### config.mk
export PLATFORM = sky130hd
export DESIGN_NAME = hs_tx_byte_sequencer
export DESIGN_NICKNAME = d
export VERILOG_FILES = /design/src/rtl/hs_tx_byte_sequencer.sv
export SDC_FILE = /design/constraint.sdc
export NUM_CORES = 1
export LEC_CHECK = 0
export ABC_AREA = 0
export CAP_MARGIN = 15
export CORE_AREA = 2 2 48 58
export CTS_BUF_LIST = sky130_fd_sc_hd__clkbuf_4 sky130_fd_sc_hd__clkbuf_8 sky130_fd_sc_hd__clkbuf_16
export CTS_CLUSTER_DIAMETER = 30
export DETAILED_ROUTE_END_ITERATION = 16
export DIE_AREA = 0 0 50 60
export PLACE_DENSITY = 0.8
export SYNTH_ARGS = -nofsm -noshare
export SYNTH_HDL_FRONTEND = slang
export SYNTH_SLANG_ARGS = --single-unit
### constraint.sdc
create_clock -name TxByteClk -period 1.5 [get_ports TxByteClk]
set_clock_uncertainty 0.15 [all_clocks]
set_input_delay 0.3 -clock TxByteClk [delete_from_list [all_inputs] [get_ports TxByteClk]]
set_output_delay 0.3 -clock TxByteClk [all_outputs]
set_load 0.005 [all_outputs]
### src/rtl/hs_tx_byte_sequencer.sv
// HS transmit byte sequencer for one D-PHY data lane.
// Frames each PPI burst as HS-zero, SoT sync byte, payload, HS-trail.
module hs_tx_byte_sequencer #(
    parameter int                 WIDTH        = 8,
    parameter int                 ZERO_CYCLES  = 4,
    parameter int                 TRAIL_CYCLES = 3,
    parameter logic [WIDTH-1:0]   SYNC_BYTE    = 8'hB8
) (
    input  logic             TxByteClk,
    input  logic             TxRst,
    input  logic             TxRequestHS,
    input  logic [WIDTH-1:0] TxDataHS,
    output logic             TxReadyHS,
    output logic [WIDTH-1:0] ser_data,
    output logic             serializer_enable,
    output logic             hs_active,
    output logic             busy,
    output logic [2:0]       state_dbg
);

    typedef enum logic [2:0] {
        ST_IDLE  = 3'd0,
        ST_ZERO  = 3'd1,
        ST_SYNC  = 3'd2,
        ST_DATA  = 3'd3,
        ST_TRAIL = 3'd4,
        ST_EXIT  = 3'd5
    } state_t;

    localparam int MAX_CYC = (ZERO_CYCLES > TRAIL_CYCLES) ? ZERO_CYCLES : TRAIL_CYCLES;
    localparam int CW      = $clog2(MAX_CYC) + 1;
    localparam logic [CW-1:0] ZERO_LAST  = CW'(ZERO_CYCLES - 1);
    localparam logic [CW-1:0] TRAIL_LAST = CW'(TRAIL_CYCLES - 1);

    state_t           state_q, state_d;
    logic [CW-1:0]    cnt_q, cnt_d;
    logic             last_bit_q, last_bit_d;
    logic             ready_q, ready_d;
    logic [WIDTH-1:0] data_q, data_d;
    logic             en_q, en_d;
    logic             hs_q, hs_d;
    logic             busy_q, busy_d;
    logic [WIDTH-1:0] trail_byte;

    assign trail_byte = {WIDTH{~last_bit_q}};

    // Each state's byte lands on ser_data one cycle after the state is held, which
    // lines the sync byte up with the first DATA cycle so payload follows without a gap.
    always_comb begin
        state_d    = state_q;
        cnt_d      = cnt_q;
        last_bit_d = last_bit_q;
        ready_d    = 1'b0;
        data_d     = '0;
        en_d       = 1'b0;
        hs_d       = 1'b0;
        case (state_q)
            ST_IDLE: begin
                if (TxRequestHS) begin
                    state_d = ST_ZERO;
                    cnt_d   = '0;
                end
            end
            ST_ZERO: begin
                en_d = 1'b1;
                hs_d = 1'b1;
                if (cnt_q == ZERO_LAST) begin
                    state_d = ST_SYNC;
                    cnt_d   = '0;
                end else begin
                    cnt_d = cnt_q + CW'(1);
                end
            end
            ST_SYNC: begin
                en_d   = 1'b1;
                hs_d   = 1'b1;
                data_d = SYNC_BYTE;
                cnt_d  = '0;
                if (TxRequestHS) begin
                    state_d = ST_DATA;
                    ready_d = 1'b1;
                end else begin
                    state_d    = ST_TRAIL;
                    last_bit_d = SYNC_BYTE[WIDTH-1];
                end
            end
            ST_DATA: begin
                en_d = 1'b1;
                hs_d = 1'b1;
                if (TxRequestHS) begin
                    data_d     = TxDataHS;
                    last_bit_d = TxDataHS[WIDTH-1];
                    ready_d    = 1'b1;
                end else begin
                    // The drop cycle already emits the first trail byte.
                    data_d = trail_byte;
                    if (TRAIL_CYCLES == 1) begin
                        state_d = ST_EXIT;
                        cnt_d   = '0;
                    end else begin
                        state_d = ST_TRAIL;
                        cnt_d   = CW'(1);
                    end
                end
            end
            ST_TRAIL: begin
                en_d   = 1'b1;
                hs_d   = 1'b1;
                data_d = trail_byte;
                if (cnt_q == TRAIL_LAST) begin
                    state_d = ST_EXIT;
                    cnt_d   = '0;
                end else begin
                    cnt_d = cnt_q + CW'(1);
                end
            end
            ST_EXIT: begin
                state_d = ST_IDLE;
                cnt_d   = '0;
            end
            default: begin
                state_d = ST_IDLE;
                cnt_d   = '0;
            end
        endcase
        busy_d = (state_d != ST_IDLE);
    end

    always_ff @(posedge TxByteClk or posedge TxRst) begin
        if (TxRst) begin
            state_q    <= ST_IDLE;
            cnt_q      <= '0;
            last_bit_q <= 1'b0;
            ready_q    <= 1'b0;
            data_q     <= '0;
            en_q       <= 1'b0;
            hs_q       <= 1'b0;
            busy_q     <= 1'b0;
        end else begin
            state_q    <= state_d;
            cnt_q      <= cnt_d;
            last_bit_q <= last_bit_d;
            ready_q    <= ready_d;
            data_q     <= data_d;
            en_q       <= en_d;
            hs_q       <= hs_d;
            busy_q     <= busy_d;
        end
    end

    assign TxReadyHS         = ready_q;
    assign ser_data          = data_q;
    assign serializer_enable = en_q;
    assign hs_active         = hs_q;
    assign busy              = busy_q;
    assign state_dbg         = state_q;

endmodule

==> flow_summary.ini, run 1 <==
[power_and_ir_drop]
switchingPower_mw = 0.930
intPower_mw = 1.62
power_density_nw_per_um2 = 1640
p_sw_share_pct = 36.5
finalPower_mw = 2.55
leakage_nw = 0.761
peakVddDrop_v = 0.000958
p_seq_share_pct = 29.3
clkPwrFrac_pct = 9.3
power_frac_comb_pct = 61.3

[critical_path]
r2r-end = cnt_q[0]
cp_max_fo = 4
r2r_slack_ns = -0.17
critPathArrivalTime_ns = 1.72
r2r.worst_path.cells = 5
end_kind = register
startpoint_type = register
cp.required_ns = 1.54
reg2reg_from = cnt_q[0]
crit_type = reg2reg

[timing]
layout_setup_ws_ns = -0.175
worst_slew_pin_slew_ns = 0.217
fin_tns_setup_ns = -0.501
rsz0062_at_grt = yes
min_period_ns = 1.67
setup_violations = 4
whs_ns = 0.171
finalHoldViolCount = 0
slew_viol_final = 0
clock.fmax_ghz = 0.597
max_slew_margin_pct = 85.3
fin_crit_sh_pct = 112

[synthesis]
ys_async_sr_fraction_pct = 100
seq_area_frac_synth_pct = 48.4
ys_warn_count = 0
synthTopCellsByArea = dfrtp_1 (48%), ha_1 (6.7%), a21oi_1 (5.9%), o22ai_1 (3.4%), inv_1 (3.2%)
synth_cells = 94
synth_edf_count = 0
syn-cell-area_um2 = 931
yosys.area.top_type_share_pct = 48.4
syn_nets = 110
synth_top_flop_cell = dfrtp_1
synth-seq-cells = 18
yosysTopAreaCell = dfrtp_1
synth_most_common_cell = dfrtp_1
avgSynthCellArea_um2 = 9.90
ys_types = 32
synth.top_cells.by_count = dfrtp_1 (18), a21oi_1 (11), inv_1 (8)

[placed_design]
gp_congestion = 0.777
numPortBuffers = 25
dp_hpwl_um = 1520
dpl_worst_slack_ns = -0.238

[status]
violations = setup timing
status = complete, but fails checks

[die]
ios = 26
die_h_um = 60
core.rowCount = 20
die-area_um2 = 3000
initial_utilization_pct = 37.6
die_x_um = 50
core_area_um2 = 2480

[detailed_routing]
vias = 910
wl_per_cell_um = 13.5
drt_iter0_markers = 13
drc_errors = 0
dr.pass1.iters = 4
drtAntennaViolNets = 0
viasPerCell = 5.11
routed_wl_um = 2400

[clocking]
h-tree-depth = 1
cts_tree = yes
cts-root-buf = clkbuf_4
clock_latency_ns = 0.29
ctsHoldBuffers = 0
clock-sinks = 18
cts-buffers-inserted = 3
cts_buffer_depth = 2
clk_pin_slew_ns = 0.10

[global_route]
grt_max_degree = 19
antenna_found_initial = 0
first_global_vias = 857
gr-total-overflow = 0
grt_first_pass_wirelength_um = 3720
track_usage_pct = 16.5

[job]
drv_cap = 0

[min_path]
hp-class = in2async

[final_layout]
syn2layout_area_growth_pct = 66.9
antenna_cells = 0
drive_gt1_share_pct = 37.2
fin_nets = 163
## flip-flops by register name (all words and copies together) (netlist names)
signal,flops
TxReadyHS,1
busy,1
cnt_q,3
hs_active,1
last_bit_q,1
ser_data,8
state_dbg,3
## cell usage in the layout, fill, tap and decap left out, drive strengths merged, types with 3 or more instances in the layout
cell type,n
dfrtp,18
nor2b,3
dlygate4sd2,13
nor3,3
buf,32
o22ai,5
a21oi,11
clkbuf,3
nor2,5
inv,8
nand2b,3
ha,5
clkdlybuf4s50,10
or3,3
o21bai,4
## layout make-up
cell class / instances / area [um2]
fill: 202 / 923
multi-input combinational: 60 / 524
timing repair buffer: 56 / 479
sequential: 18 / 454
tap: 33 / 41.3
inverter: 8 / 32.5
clock buffer: 3 / 22.5
## cell families (layout without fill, tap and decap cells)
logic type / Yosys count / in the layout / synth area share (%)
AOI/OAI and AO/OA: 31 / 31 / 21.8
and+or+nand+nor: 22 / 22 / 13.2
DFF: 18 / 18 / 48.4
buffers and inverters: 16 / 67 / 7.93
adders and majority gates: 5 / 5 / 6.72
xor gates and xnor gates: 1 / 1 / 0.941
muxes: 1 / 1 / 1.08
## power by group through the flow
stage / sequential (mW) / clock [mW] / combinational [mW]
global route: 0.763 / 0.268 / 1.70
CTS: 0.737 / 0.246 / 1.27
floorplan: 0.742 / 0 / 0.664
finish: 0.747 / 0.237 / 1.56
detailed placement: 0.760 / 0 / 1.17
global placement: 0.757 / 0 / 1.15
## worst max-delay path by stage
| stage | from | end | cells past startpoint |
|---|---|---|---|
| 3_5_place_dp | TxRequestHS | cnt_q[0] | 4 |
| 3_3_place_gp | TxRequestHS | cnt_q[0] | 4 |
| 6_report | cnt_q[0] | cnt_q[0] | 5 |
| 5_1_grt | cnt_q[0] | cnt_q[0] | 5 |
| 4_1_cts | cnt_q[0] | cnt_q[0] | 5 |
| 2_1_floorplan | state_dbg[0] | cnt_q[0] | 5 |
## critical path: stages, from the launching register on
cell and delay, ns:
dfrtp_2 0.46, buf_4 0.15, buf_4 0.12, or3_1 0.36, a211o_1 0.26, o311ai_1 0.08
## metal layers
| layer | share of wire (%) | vias to the layer above | wire length (um) | GRT usage [%] |
|---|---|---|---|---|
| met5 | 0 | - | 0 | 0 |
| met4 | 1.8 | 0 | 44 | 7.14 |
| met3 | 6.1 | 5 | 147 | 3.00 |
| met2 | 52 | 37 | 1250 | 29.7 |
| met1 | 40 | 433 | 959 | 19.0 |
| li1 | - | 435 | - | - |
## metrics by stage
stage / cells / utilization [%] / cell area [um2]
finish: 178 / 62.7 / 1550
global route: 178 / 62.7 / 1550
detailed placement: 165 / 54.5 / 1350
global placement: 165 / 54.5 / 1350
floorplan: 94 / - / 952
CTS: 174 / 58.3 / 1450
## what timing repair did
action                     in CTS  in global routing
setup endpoints to repair      26                 18
resized for setup              29                 17
gates cloned                    1                  0
setup buffers                   6                  5
pin swaps                       4                  4
Note: power is estimated with default switching activity, not from simulation.
==> run 2, diff against run 1 <==
--- a/config.mk
+++ b/config.mk
@@ -9,7 +9,6 @@
 export CAP_MARGIN = 15
 export CORE_AREA = 2 2 48 58
 export CTS_BUF_LIST = sky130_fd_sc_hd__clkbuf_4 sky130_fd_sc_hd__clkbuf_8 sky130_fd_sc_hd__clkbuf_16
-export CTS_CLUSTER_DIAMETER = 30
 export DETAILED_ROUTE_END_ITERATION = 16
 export DIE_AREA = 0 0 50 60
 export PLACE_DENSITY = 0.8
==> results of run 2 <==
Same layout as run 1: the final DEF is identical, and so are final timing and power.
==> run 3, diff against run 2 <==
--- a/config.mk
+++ b/config.mk
@@ -12,6 +12,7 @@
 export DETAILED_ROUTE_END_ITERATION = 16
 export DIE_AREA = 0 0 50 60
 export PLACE_DENSITY = 0.8
+export REMOVE_ABC_BUFFERS = 1
 export SYNTH_ARGS = -nofsm -noshare
 export SYNTH_HDL_FRONTEND = slang
 export SYNTH_SLANG_ARGS = --single-unit
==> flow_summary.ini, run 3 (synthesized netlist as in run 1, its figures left out) <==
[critical_path]
slowest_stage = dfrtp_1
r2r.worst_path.cells = 5
end_kind = register
cp.required_ns = 1.55
critical_path.cell_chain = ha_4, ha_4, or3_1, a211o_1, o311ai_2
crit_type = reg2reg
cp_max_fo = 2
startpoint_type = register
cp_slowest_stage_delay_ns = 0.45
cpMostUsedCell = ha_4
critPathArrivalTime_ns = 1.74

[die]
initial_utilization_pct = 37.6
die-area_um2 = 3000
ios = 26
core_area_um2 = 2480
die_x_um = 50
core.rowCount = 20
die_h_um = 60

[final_layout]
layout_commonest_cell = buf_4
drive_gt1_share_pct = 37.1
fin_nets = 157
final_cells = 173
syn2layout_area_growth_pct = 65.6
mostFrequentLayoutCells = buf_4 (23), dfrtp_1 (16), dlygate4sd2_1 (14)
antenna_cells = 0
largest_reg_flops = 8
stdcell_area_um2 = 1540

[power_and_ir_drop]
intPower_mw = 1.63
clkPwrFrac_pct = 11.6
power_frac_comb_pct = 59.7
power_density_nw_per_um2 = 1690
p_sw_share_pct = 37.2
leakage_nw = 0.740
p_seq_share_pct = 28.7
switchingPower_mw = 0.966
peakVddDrop_v = 0.000895

[status]
violations = setup timing
status = complete, but fails checks

[global_route]
gr-total-overflow = 0
first_global_vias = 907
track_usage_pct = 17.9
grt_max_degree = 19
grt_first_pass_wirelength_um = 4070
antenna_found_initial = 0

[min_path]
hp-class = in2async

[timing]
slew_viol_final = 0
worst_slew_pin_slew_ns = 0.249
min_period_ns = 1.69
setup_violations = 4
fin_crit_sh_pct = 112
rsz0062_at_grt = yes
max_slew_margin_pct = 83.4
layout_setup_ws_ns = -0.186
clock.fmax_ghz = 0.593
finalHoldViolCount = 0

[clocking]
cts_buffer_depth = 2
ctsHoldBuffers = 0
clock_latency_ns = 0.30
clock-sinks = 18
h-tree-depth = 1
cts-buffers-inserted = 3
clk_pin_slew_ns = 0.11
cts-root-buf = clkbuf_4
cts_tree = yes

[detailed_routing]
wl_per_cell_um = 15.0
viasPerCell = 5.05
drc_errors = 0
drtAntennaViolNets = 0
routed_wl_um = 2600
vias = 873
drt_iter0_markers = 5
dr.pass1.iters = 3

[job]
drv_cap = 0

[placed_design]
dp.cells = 164
dpl_cell_area_um2 = 1330
gp_congestion = 0.874
numPortBuffers = 25
dp_hpwl_um = 1710
## run 3: worst paths after layout
check | endpoint | start | slack, ns
worst max-delay path | cnt_q[0] | cnt_q[0] | -0.19
worst min-delay path | cnt_q[1] | TxRst | 0.17
worst max register to register | cnt_q[0] | cnt_q[0] | -0.19
worst min register to register | hs_active | state_dbg[0] | 0.50
max in group asynchronous | state_dbg[1] | TxRst | 0.82
min in group TxByteClk | ser_data[6] | TxDataHS[6] | 0.49
## run 3: through the flow
stage / TNS, ns / setup WS, ns / total power, mW / hold WS, ns / util, %
6_report: -0.345 / -0.186 / 2.60 / 0.170 / 62.2
5_1_grt: -0.579 / -0.229 / 2.78 / 0.181 / 62.2
4_1_cts: -0.225 / -0.157 / 2.33 / 0.182 / 57.7
3_5_place_dp: -2.21 / -0.213 / 1.97 / 0.462 / 53.6
3_3_place_gp: -1.77 / -0.171 / 1.91 / 0.435 / 53.6
2_1_floorplan: -0.491 / -0.188 / 1.31 / 0.0886 / -
## run 3: cell type report
| class | instances | area (um2) |
|---|---|---|
| fillers | 195 | 936 |
| multi-input cells | 60 | 551 |
| flip-flops and latches | 18 | 453 |
| repair buffers | 50 | 428 |
| well taps | 33 | 41.3 |
| clock buffers | 4 | 36.3 |
| inverters | 8 | 32.5 |
## run 3: critical path: cells and delay by family, from the launching register on
family,cells,cell delay (ns)
flops,1,0.45
fa+ha+maj,2,0.35
compound gates,2,0.34
simple gates,1,0.30
## run 3: what timing repair did
| item | in CTS | in global routing |
|---|---|---|
| gates resized for setup | 29 | 19 |
| pin swaps | 7 | 5 |
| endpoints found under the setup margin | 24 | 16 |
| buffers inserted | 5 | 1 |
## run 3: power groups by stage
stage	clock (mW)	sequential [mW]	combinational [mW]
3_3_place_gp	0	0.744	1.16
6_report	0.303	0.745	1.55
2_1_floorplan	0	0.803	0.505
3_5_place_dp	0	0.751	1.22
5_1_grt	0.327	0.762	1.69
4_1_cts	0.303	0.724	1.31
## run 3: per-layer routing
layer,GRT usage (%),wire [um],part of all wire (%)
met5,0,0,0
met1,18.6,980,38
met4,5.56,71,2.7
met2,35.7,1450,56
met3,3.25,100,3.8
